**config.mk**
```make
export PLATFORM = sky130hd
export DESIGN_NAME = i2c_tx_scheduler
export DESIGN_NICKNAME = d
export VERILOG_FILES = /design/src/rtl/i2c_tx_scheduler_pkg.sv /design/src/rtl/i2c_tx_scheduler_rr_arbiter.sv /design/src/rtl/i2c_tx_scheduler.sv
export SDC_FILE = /design/constraint.sdc
export NUM_CORES = 1
export LEC_CHECK = 0
export CELL_PAD_IN_SITES_DETAIL_PLACEMENT = 0
export CELL_PAD_IN_SITES_GLOBAL_PLACEMENT = 1
export CORE_MARGIN = 4
export CORE_UTILIZATION = 36
export DETAILED_ROUTE_END_ITERATION = 6
export PLACE_DENSITY_LB_ADDON = 0.2
export SLEW_MARGIN = 20
export SYNTH_ARGS = -nofsm -noshare
export SYNTH_HDL_FRONTEND = slang
export SYNTH_SLANG_ARGS = --single-unit
export TNS_END_PERCENT = 50
```
**constraint.sdc**
```tcl
create_clock -name clk -period 8.95 [get_ports clk]
set_input_delay 1.79 -clock clk [delete_from_list [all_inputs] [get_ports clk]]
set_output_delay 1.79 -clock clk [all_outputs]
set_load 0.02 [all_outputs]
```
**src/rtl/i2c_tx_scheduler_pkg.sv**
```systemverilog
// Shared constants and the scheduler state type for the I2C transmit scheduler.
package i2c_pkg;

    localparam int unsigned I2C_ADDR_W       = 7;
    localparam int unsigned I2C_DATA_W       = 8;
    // Nominal length of one transmitter frame in clock cycles; the timeout must exceed it.
    localparam int unsigned I2C_FRAME_CYCLES = 62;

    typedef enum logic [2:0] {
        ST_IDLE   = 3'd0,
        ST_LAUNCH = 3'd1,
        ST_BUSY   = 3'd2,
        ST_ABORT  = 3'd3,
        ST_GAP    = 3'd4
    } state_t;

endpackage

```
**src/rtl/i2c_tx_scheduler_rr_arbiter.sv**
```systemverilog
// Combinational round-robin arbiter: first set request searching upward from last+1 with wrap.
module rr_arbiter #(
    parameter int unsigned N     = 4,
    parameter int unsigned IDX_W = 2
) (
    input  logic [N-1:0]     req,
    input  logic [IDX_W-1:0] last,
    output logic [N-1:0]     grant,
    output logic [IDX_W-1:0] idx,
    output logic             valid
);

    // Rotating priority search; the first hit after the previous winner takes the grant.
    always_comb begin
        int unsigned k;
        grant = '0;
        idx   = '0;
        valid = 1'b0;
        k     = 0;
        for (int unsigned i = 1; i <= N; i++) begin
            k = 32'(last) + i;
            if (k >= N) begin
                k = k - N;
            end
            if (!valid && req[IDX_W'(k)]) begin
                valid               = 1'b1;
                grant[IDX_W'(k)]    = 1'b1;
                idx                 = IDX_W'(k);
            end
        end
    end

endmodule

```
**src/rtl/i2c_tx_scheduler.sv**
```systemverilog
// Shares one I2C transmitter between several requesters with round-robin arbitration,
// a hung-transaction timeout that resets the transmitter, and an inter-frame gap.
module i2c_tx_scheduler
    import i2c_pkg::*;
#(
    parameter int unsigned NUM_REQ        = 4,
    parameter int unsigned TIMEOUT_CYCLES = 255,
    parameter int unsigned GAP_CYCLES     = 4
) (
    input  logic                          clk,
    input  logic                          rst,
    input  logic [NUM_REQ-1:0]            req,
    input  logic [I2C_ADDR_W*NUM_REQ-1:0] req_addr,
    input  logic [I2C_DATA_W*NUM_REQ-1:0] req_data,
    output logic [NUM_REQ-1:0]            grant,
    output logic [NUM_REQ-1:0]            done,
    output logic [NUM_REQ-1:0]            err,
    output logic                          ack_ok,
    output logic                          busy,
    output logic                          tx_start,
    output logic [I2C_ADDR_W-1:0]         tx_address,
    output logic [I2C_DATA_W-1:0]         tx_data,
    output logic                          tx_rstn,
    input  logic                          tx_finished,
    input  logic                          tx_ack
);

    localparam int unsigned IDX_W = $clog2(NUM_REQ);
    localparam int unsigned CNT_W = $clog2(TIMEOUT_CYCLES);
    localparam int unsigned GAP_W = (GAP_CYCLES > 1) ? $clog2(GAP_CYCLES) : 1;

    state_t                  state, state_n;
    logic [IDX_W-1:0]        last, last_n;
    logic [CNT_W-1:0]        cnt, cnt_n;
    logic [GAP_W-1:0]        gap_cnt, gap_n;
    logic [NUM_REQ-1:0]      grant_n, done_n, err_n;
    logic                    ack_n, start_n, rstn_n;
    logic [I2C_ADDR_W-1:0]   addr_n;
    logic [I2C_DATA_W-1:0]   data_n;

    logic [NUM_REQ-1:0]      arb_grant;
    logic [IDX_W-1:0]        arb_idx;
    logic                    arb_valid;

    rr_arbiter #(
        .N     (NUM_REQ),
        .IDX_W (IDX_W)
    ) u_arb (
        .req   (req),
        .last  (last),
        .grant (arb_grant),
        .idx   (arb_idx),
        .valid (arb_valid)
    );

    assign busy = (state != ST_IDLE);

    // State register plus registered outputs; reset holds the transmitter in reset too.
    always_ff @(posedge clk) begin
        if (rst) begin
            state      <= ST_IDLE;
            last       <= IDX_W'(NUM_REQ - 1);
            cnt        <= '0;
            gap_cnt    <= '0;
            grant      <= '0;
            done       <= '0;
            err        <= '0;
            ack_ok     <= 1'b0;
            tx_start   <= 1'b0;
            tx_rstn    <= 1'b0;
            tx_address <= '0;
            tx_data    <= '0;
        end else begin
            state      <= state_n;
            last       <= last_n;
            cnt        <= cnt_n;
            gap_cnt    <= gap_n;
            grant      <= grant_n;
            done       <= done_n;
            err        <= err_n;
            ack_ok     <= ack_n;
            tx_start   <= start_n;
            tx_rstn    <= rstn_n;
            tx_address <= addr_n;
            tx_data    <= data_n;
        end
    end

    // Next-state and next-output logic. Pulses (done/err/tx_rstn low) are computed on the
    // transition so they appear in the cycle after the deciding edge, aligned with ABORT/GAP.
    always_comb begin
        state_n = state;
        last_n  = last;
        cnt_n   = cnt;
        gap_n   = gap_cnt;
        grant_n = grant;
        done_n  = '0;
        err_n   = '0;
        ack_n   = 1'b0;
        start_n = 1'b0;
        rstn_n  = 1'b1;
        addr_n  = tx_address;
        data_n  = tx_data;
        case (state)
            ST_IDLE: begin
                if (arb_valid) begin
                    state_n = ST_LAUNCH;
                    grant_n = arb_grant;
                    last_n  = arb_idx;
                    addr_n  = req_addr[arb_idx*I2C_ADDR_W +: I2C_ADDR_W];
                    data_n  = req_data[arb_idx*I2C_DATA_W +: I2C_DATA_W];
                end
            end
            ST_LAUNCH: begin
                start_n = 1'b1;
                cnt_n   = '0;
                state_n = ST_BUSY;
            end
            ST_BUSY: begin
                if (tx_finished) begin
                    done_n  = grant;
                    ack_n   = tx_ack;
                    grant_n = '0;
                    gap_n   = '0;
                    state_n = ST_GAP;
                end else if (cnt == CNT_W'(TIMEOUT_CYCLES - 1)) begin
                    err_n   = grant;
                    rstn_n  = 1'b0;
                    state_n = ST_ABORT;
                end else begin
                    cnt_n = cnt + 1'b1;
                end
            end
            ST_ABORT: begin
                grant_n = '0;
                gap_n   = '0;
                state_n = ST_GAP;
            end
            ST_GAP: begin
                if (gap_cnt == GAP_W'(GAP_CYCLES - 1)) begin
                    state_n = ST_IDLE;
                end else begin
                    gap_n = gap_cnt + 1'b1;
                end
            end
            default: state_n = ST_IDLE;
        endcase
    end

endmodule
```
; ---- Yosys cells after proc, flatten, opt, wreduce, memory -nomap -nowiden
; Cells that the tools add are included.
[op_classes]
add_sub_neg = 10
multipliers = 1
order_cmp = 12
n_eq_ne = 13
n_shift = 2
mux = 50
bitwise_logic = 6
reduce_logical = 22
[op_table]
columns = operator, count
row1 = 32-bit by 6-bit indexed part select with 8-bit output, 1
row2 = 28-bit by 6-bit indexed part select with 7-bit output, 1
row3 = 4-bit two-way mux, 6
row4 = 2-bit two-way mux, 10
row5 = 1-bit two-way mux, 16
row6 = 8-bit two-way mux, 2
row7 = 8-bit one-hot mux with 2 select lines, 1
row8 = 3-bit one-hot mux with 5 select lines, 1
row9 = 2-bit by 3-bit less-than comparator with 1-bit output (second input constant), 4
row10 = 3-bit two-way mux, 4
row11 = 2-bit != test (second input constant), 6
row12 = 4-bit bitwise OR, 3
row13 = 4-bit one-hot mux with 3 select lines, 1
row14 = 3-bit AND reduction, 4
row15 = 3-bit >= comparator (second input constant), 3
row16 = 3-bit nonzero test, 3
row17 = 8-bit by 1-bit adder with 8-bit output (second input constant), 1
row18 = 1-bit binary-select mux with 2-bit select, 4
row19 = 1-bit demux with 2-bit select, 4
row20 = 8-bit == test (second input constant), 1
row21 = 2-bit by 1-bit >= comparator with 1-bit output (second input constant), 4
row22 = 2-bit by 1-bit subtractor with 2-bit output (second input constant), 4
row23 = 1-bit logical AND, 7
row24 = 2-bit by 2-bit adder with 3-bit output (second input constant), 2
row25 = 18 further kinds, 23
[totals]
ff_bits = 45
inputBits = 68
output_inout_bits = 31
wordCells = 128

; ---- Longest topological paths before layout
[depth]
depth_word = 17
mapped_depth = 13
ltp_nobuf = 8

; ---- Modules after synthesis
; A second synthesis with hierarchy kept.
[hier_totals]
cells_unflattened = 290
hier_area_um2 = 2656.3
[modules_own_cells]
columns = module, n_inst, cells_per_inst, area_per_inst_um2
row1 = i2c_tx_scheduler, 1, 222, 2130.8
row2 = rr_arbiter, 1, 68, 525.5

; ---- Worst setup path after synthesis
; Ideal clock, no wire load.
[synth_timing]
kind = input-to-reg
startpoint = input port req[3]
endpoint = register tx_address[5]
setup_ns = 0.129
t_arrival_ns = 3.646
required_ns = 8.821
path_slack_ns = 5.175
path_stages = 8
n_path_buf = 2
cell_sequence = buf_2 > mux4_2 > nor2b_1 > nor2_4 > clkbuf_8 > mux2_1 > o211ai_1 > o211ai_1
[synth_via]
elab_chain_len = 14
elab_cells_between_ends = 25
[synth_lines]
columns = element, line_no
row1 = start: declaration, i2c_tx_scheduler.sv:12  ; input logic [NUM_REQ-1:0] req,
row2 = 1-bit binary-select mux with 2-bit select, i2c_tx_scheduler_rr_arbiter.sv:25  ; if (!valid && req[IDX_W'(k)]) begin
row3 = 1-bit two-way mux (not written as such), i2c_tx_scheduler_rr_arbiter.sv:25
row4 = 1-bit two-way mux, i2c_tx_scheduler_rr_arbiter.sv:25
row5 = 1-bit zero test, i2c_tx_scheduler_rr_arbiter.sv:25
row6 = 1-bit logical AND, i2c_tx_scheduler_rr_arbiter.sv:25
row7 = 1-bit two-way mux, i2c_tx_scheduler_rr_arbiter.sv:25
row8 = 1-bit zero test, i2c_tx_scheduler_rr_arbiter.sv:25
row9 = 1-bit logical AND, i2c_tx_scheduler_rr_arbiter.sv:25
row10 = 1-bit two-way mux, i2c_tx_scheduler_rr_arbiter.sv:25
row11 = 1-bit zero test, i2c_tx_scheduler_rr_arbiter.sv:25
row12 = 1-bit logical AND, i2c_tx_scheduler_rr_arbiter.sv:25
row13 = 2-bit two-way mux, i2c_tx_scheduler_rr_arbiter.sv:25
row14 = 2-bit by 3-bit multiplier with 5-bit output, i2c_tx_scheduler.sv:110  ; addr_n = req_addr[arb_idx*I2C_ADDR_W +: I2C_ADDR_W];
row15 = 28-bit by 6-bit indexed part select with 7-bit output, i2c_tx_scheduler.sv:110
row16 = end signal: assignment, i2c_tx_scheduler.sv:84  ; tx_address <= addr_n;
row17 = end: declaration, i2c_tx_scheduler.sv:21  ; output logic [I2C_ADDR_W-1:0] tx_address,
; Parallel ways exist; a longest one is shown, timed or not. The select of a mux whose other input is x is not followed.
; A chain may end at the register's enable or synchronous reset.

; ---- Worst setup path after layout
[layout_timing]
startpoint = input port req[3]
endpoint = register tx_address[1]
; Same word-level chain as after synthesis.

==> flow_metrics.env <==
export IMPL_postCtsHoldBufs=0
export IMPL_route_detailed_drc=0
export IMPL_hold_viol=0
export IMPL_async_reset_ff_share_pct=0
export IMPL_grt_max_degree=27
export IMPL_wirelength_mm=7.413
export IMPL_cts_sinks=45
export IMPL_drtAntennaViolNets=0
export IMPL_worst_slew_pin_slew_ps=953.4
export IMPL_final_layout_size_suffix_gt1_share_pct=7.752
export IMPL_ys_seq_area_share_pct=32.32
export IMPL_yosysWarnings=0
export IMPL_core_area_mm2=0.007370
export IMPL_port_buffers=98
export IMPL_first_global_vias=2409
export IMPL_clockBufferDepth=2
export IMPL_numCtsBuffers=5
export IMPL_final_setup_tns_ps=0
export IMPL_place_ws_ps=3780
export IMPL_dr_pass1_iters=4
export IMPL_grt_usage_pct=16.34
export IMPL_n_antenna_cell=0
export IMPL_yosysUniqueCellTypes=58
export IMPL_syn_num_nets=380
export IMPL_fmax_ghz=0.2073
export IMPL_nets=466
export IMPL_power_density_mw_per_mm2=303.1
export IMPL_cts_max_level=2
export IMPL_fillers=730
export IMPL_finalWorstSetupSlack_ps=4126
export IMPL_layout_min_cycle_time_ps=4824
export IMPL_required_ps=9100
export IMPL_peakVddDrop_v=0.0001927
export IMPL_arrival_ps=4970
export IMPL_dp_hpwl_mm=5.579
export IMPL_drtIter0Drc=100
export IMPL_hold_path_class="flip-flop to flip-flop"
export IMPL_pin_count=99
export IMPL_routedWlPerCell_um=15.25
export IMPL_fin_crit_sh_pct=53.90
export IMPL_ctsResizeCount=0
export IMPL_num_vias=2506
export IMPL_grt_overflow=0
export IMPL_grt_pass1_wl_mm=11.92
export IMPL_clock_tree_root_cell="clkbuf_8"
export IMPL_post_cts_repair_setup_buffers=0
export IMPL_critPathLaunchType="primary input"
export IMPL_cp_max_fo=16
export IMPL_p_leak_nw=1.494
export IMPL_max_slew_margin_rel_pct=36.44
export IMPL_initial_core_util_pct=37.83
export IMPL_drv_cap=0
export IMPL_vias_per_cell=5.156
export IMPL_syn_area_per_cell_um2=9.261
export IMPL_setup_viol=0
export IMPL_power_w=0.001179
export IMPL_status="finished, final reports clean"
export IMPL_fp_dieW_um=96.00
export IMPL_ys_seq_elements=45
export IMPL_path_clk_slew_ps=90
export IMPL_cts_tree="done"
export IMPL_clk_latency_ps=300
export IMPL_end_kind="flip-flop"
export IMPL_dieArea_mm2=0.009215
export IMPL_maxSlewViolCount=0
export IMPL_rrSetupSlack_ps=4660
export IMPL_antenna_found_initial=0
export IMPL_netlist_instances=301
export IMPL_rsz0062_at_grt="no"
export IMPL_synth_flop_cell="dfxtp_1"
export IMPL_rows=31
export IMPL_fin_skew_ps=7.046
export IMPL_fp_dieH_um=96.00
export IMPL_synth_area_mm2=0.002788
export IMPL_synth_edf_count=0
export IMPL_area_growth_syn_to_layout_pct=39.50
export IMPL_gp_congestion=0.7591
export IMPL_critical_path_class="primary input to flip-flop"
-- Yosys cell counts (all sizes together) (2+ instances only) --
cell type  number  area share, %
mux2            9            3.6
nand4b          2           0.63
and2           10            2.2
ha             11            4.9
o221ai          5            1.6
buf            12            3.1
xor2            6            1.9
mux2i          26            9.3
or3b            2           0.63
o21bai          2           0.67
a21oi           7            1.8
nand4           6            1.3
inv             3           0.40
nor2           37            5.3
nand2b          3           0.67
o21ai           4           0.72
a221oi          4            1.3
clkbuf          8            1.5
o22a           10            3.1
o211ai         19            5.1
mux4            4            3.2
nor3            5           0.90
dfxtp          45             32
or3             2           0.45
a211o           6            1.9
a22oi           4            1.1
o2bb2ai         4            1.3
nand3           4           0.72
nor4            2           0.45
nand2          23            3.4
-- worst max-delay path, stage by stage --
cell and delay [ps]:
clkdlybuf4s50_1 550, mux4_2 590, o21ba_1 280, or3_1 500
o21a_1 850, mux2i_1 280, o221ai_1 130
-- area by class of cell --
cell class              instances  area (um^2)  area share, %
clock buffers                   5        68.82          1.770
well taps                      99        123.9          3.185
flip-flops and latches         45        900.9          23.17
clock inverters                 2        38.79         0.9974
repair buffers                 99        988.4          25.42
multi-input cells             232         1753          45.08
inverters                       4        15.01         0.3861
-- layer usage --
layer	vias to the layer above	part of all wire [%]	GRT usage [%]
li1	1291	-	-
met1	1160	45	21.68
met2	48	49	26.85
met3	7	4.2	3.049
met4	0	1.3	4.739
met5	-	0	0
-- state kept, by name, indices dropped and copies added, names as in the netlist, 2 cells and up --
| name | flops |
|---|---|
| last | 2 |
| cnt | 8 |
| done | 4 |
| err | 4 |
| tx_address | 7 |
| state | 3 |
| grant | 4 |
| gap_cnt | 2 |
| tx_data | 8 |
-- metrics by stage --
stage               instance area, um^2  util [%]  instances  hold slack, ps
floorplan                          2788         -        301           435.6
CTS                                3880     52.65        486           473.7
detailed placement                 3772     51.19        479           447.8
global route                       3889     52.77        486           497.1
global placement                   3772     51.19        479           444.7
finish                             3889     52.77        486           468.5
-- power by group --
part / switching [W] / internal [W] / total [W] / leakage (nW)
clock: 0.0000736 / 0.0000828 / 0.000156 / 0.0546
sequential: 0.0000325 / 0.000243 / 0.000276 / 0.368
combinational: 0.000405 / 0.000341 / 0.000746 / 1.07
total: 0.000511 / 0.000668 / 0.00118 / 1.49
-- final timing paths --
kind | depth (start not counted) | start | endpoint
max | 7 | req[3] | tx_address[1]
min | 2 | gap_cnt[1] | gap_cnt[1]
max reg2reg | 9 | last[0] | tx_address[1]
min reg2reg | 2 | gap_cnt[1] | gap_cnt[1]
-- cell families (layout without fill, tap and decap cells) --
kind of cell,count (synthesis),count (layout),synth area share [%]
simple gates,104,104,18.76
flops,45,45,32.32
compound gates,72,72,20.78
xor+xnor,6,6,1.885
mux,39,39,16.20
buf+inv,24,110,5.116
fa+ha+maj,11,11,4.937
-- cells in the final DEF, fill, tap and decap left out, drive strengths merged, types with 2 or more instances in the layout --
cell type       n
nor3            5
a22oi           4
and2           10
nand4b          2
o2bb2ai         4
inv             4
a211o           6
o21ai           4
nor4            2
or3             2
or3b            2
o211ai         19
mux2            9
mux2i          26
a21oi           7
o22a           10
clkdlybuf4s50  98
clkbuf          5
nand4           6
a221oi          4
o21bai          2
mux4            4
xor2            6
ha             11
nor2           37
nand3           4
nand2b          3
o221ai          5
nand2          23
dfxtp          45
Power figures use the tool's default switching activity.
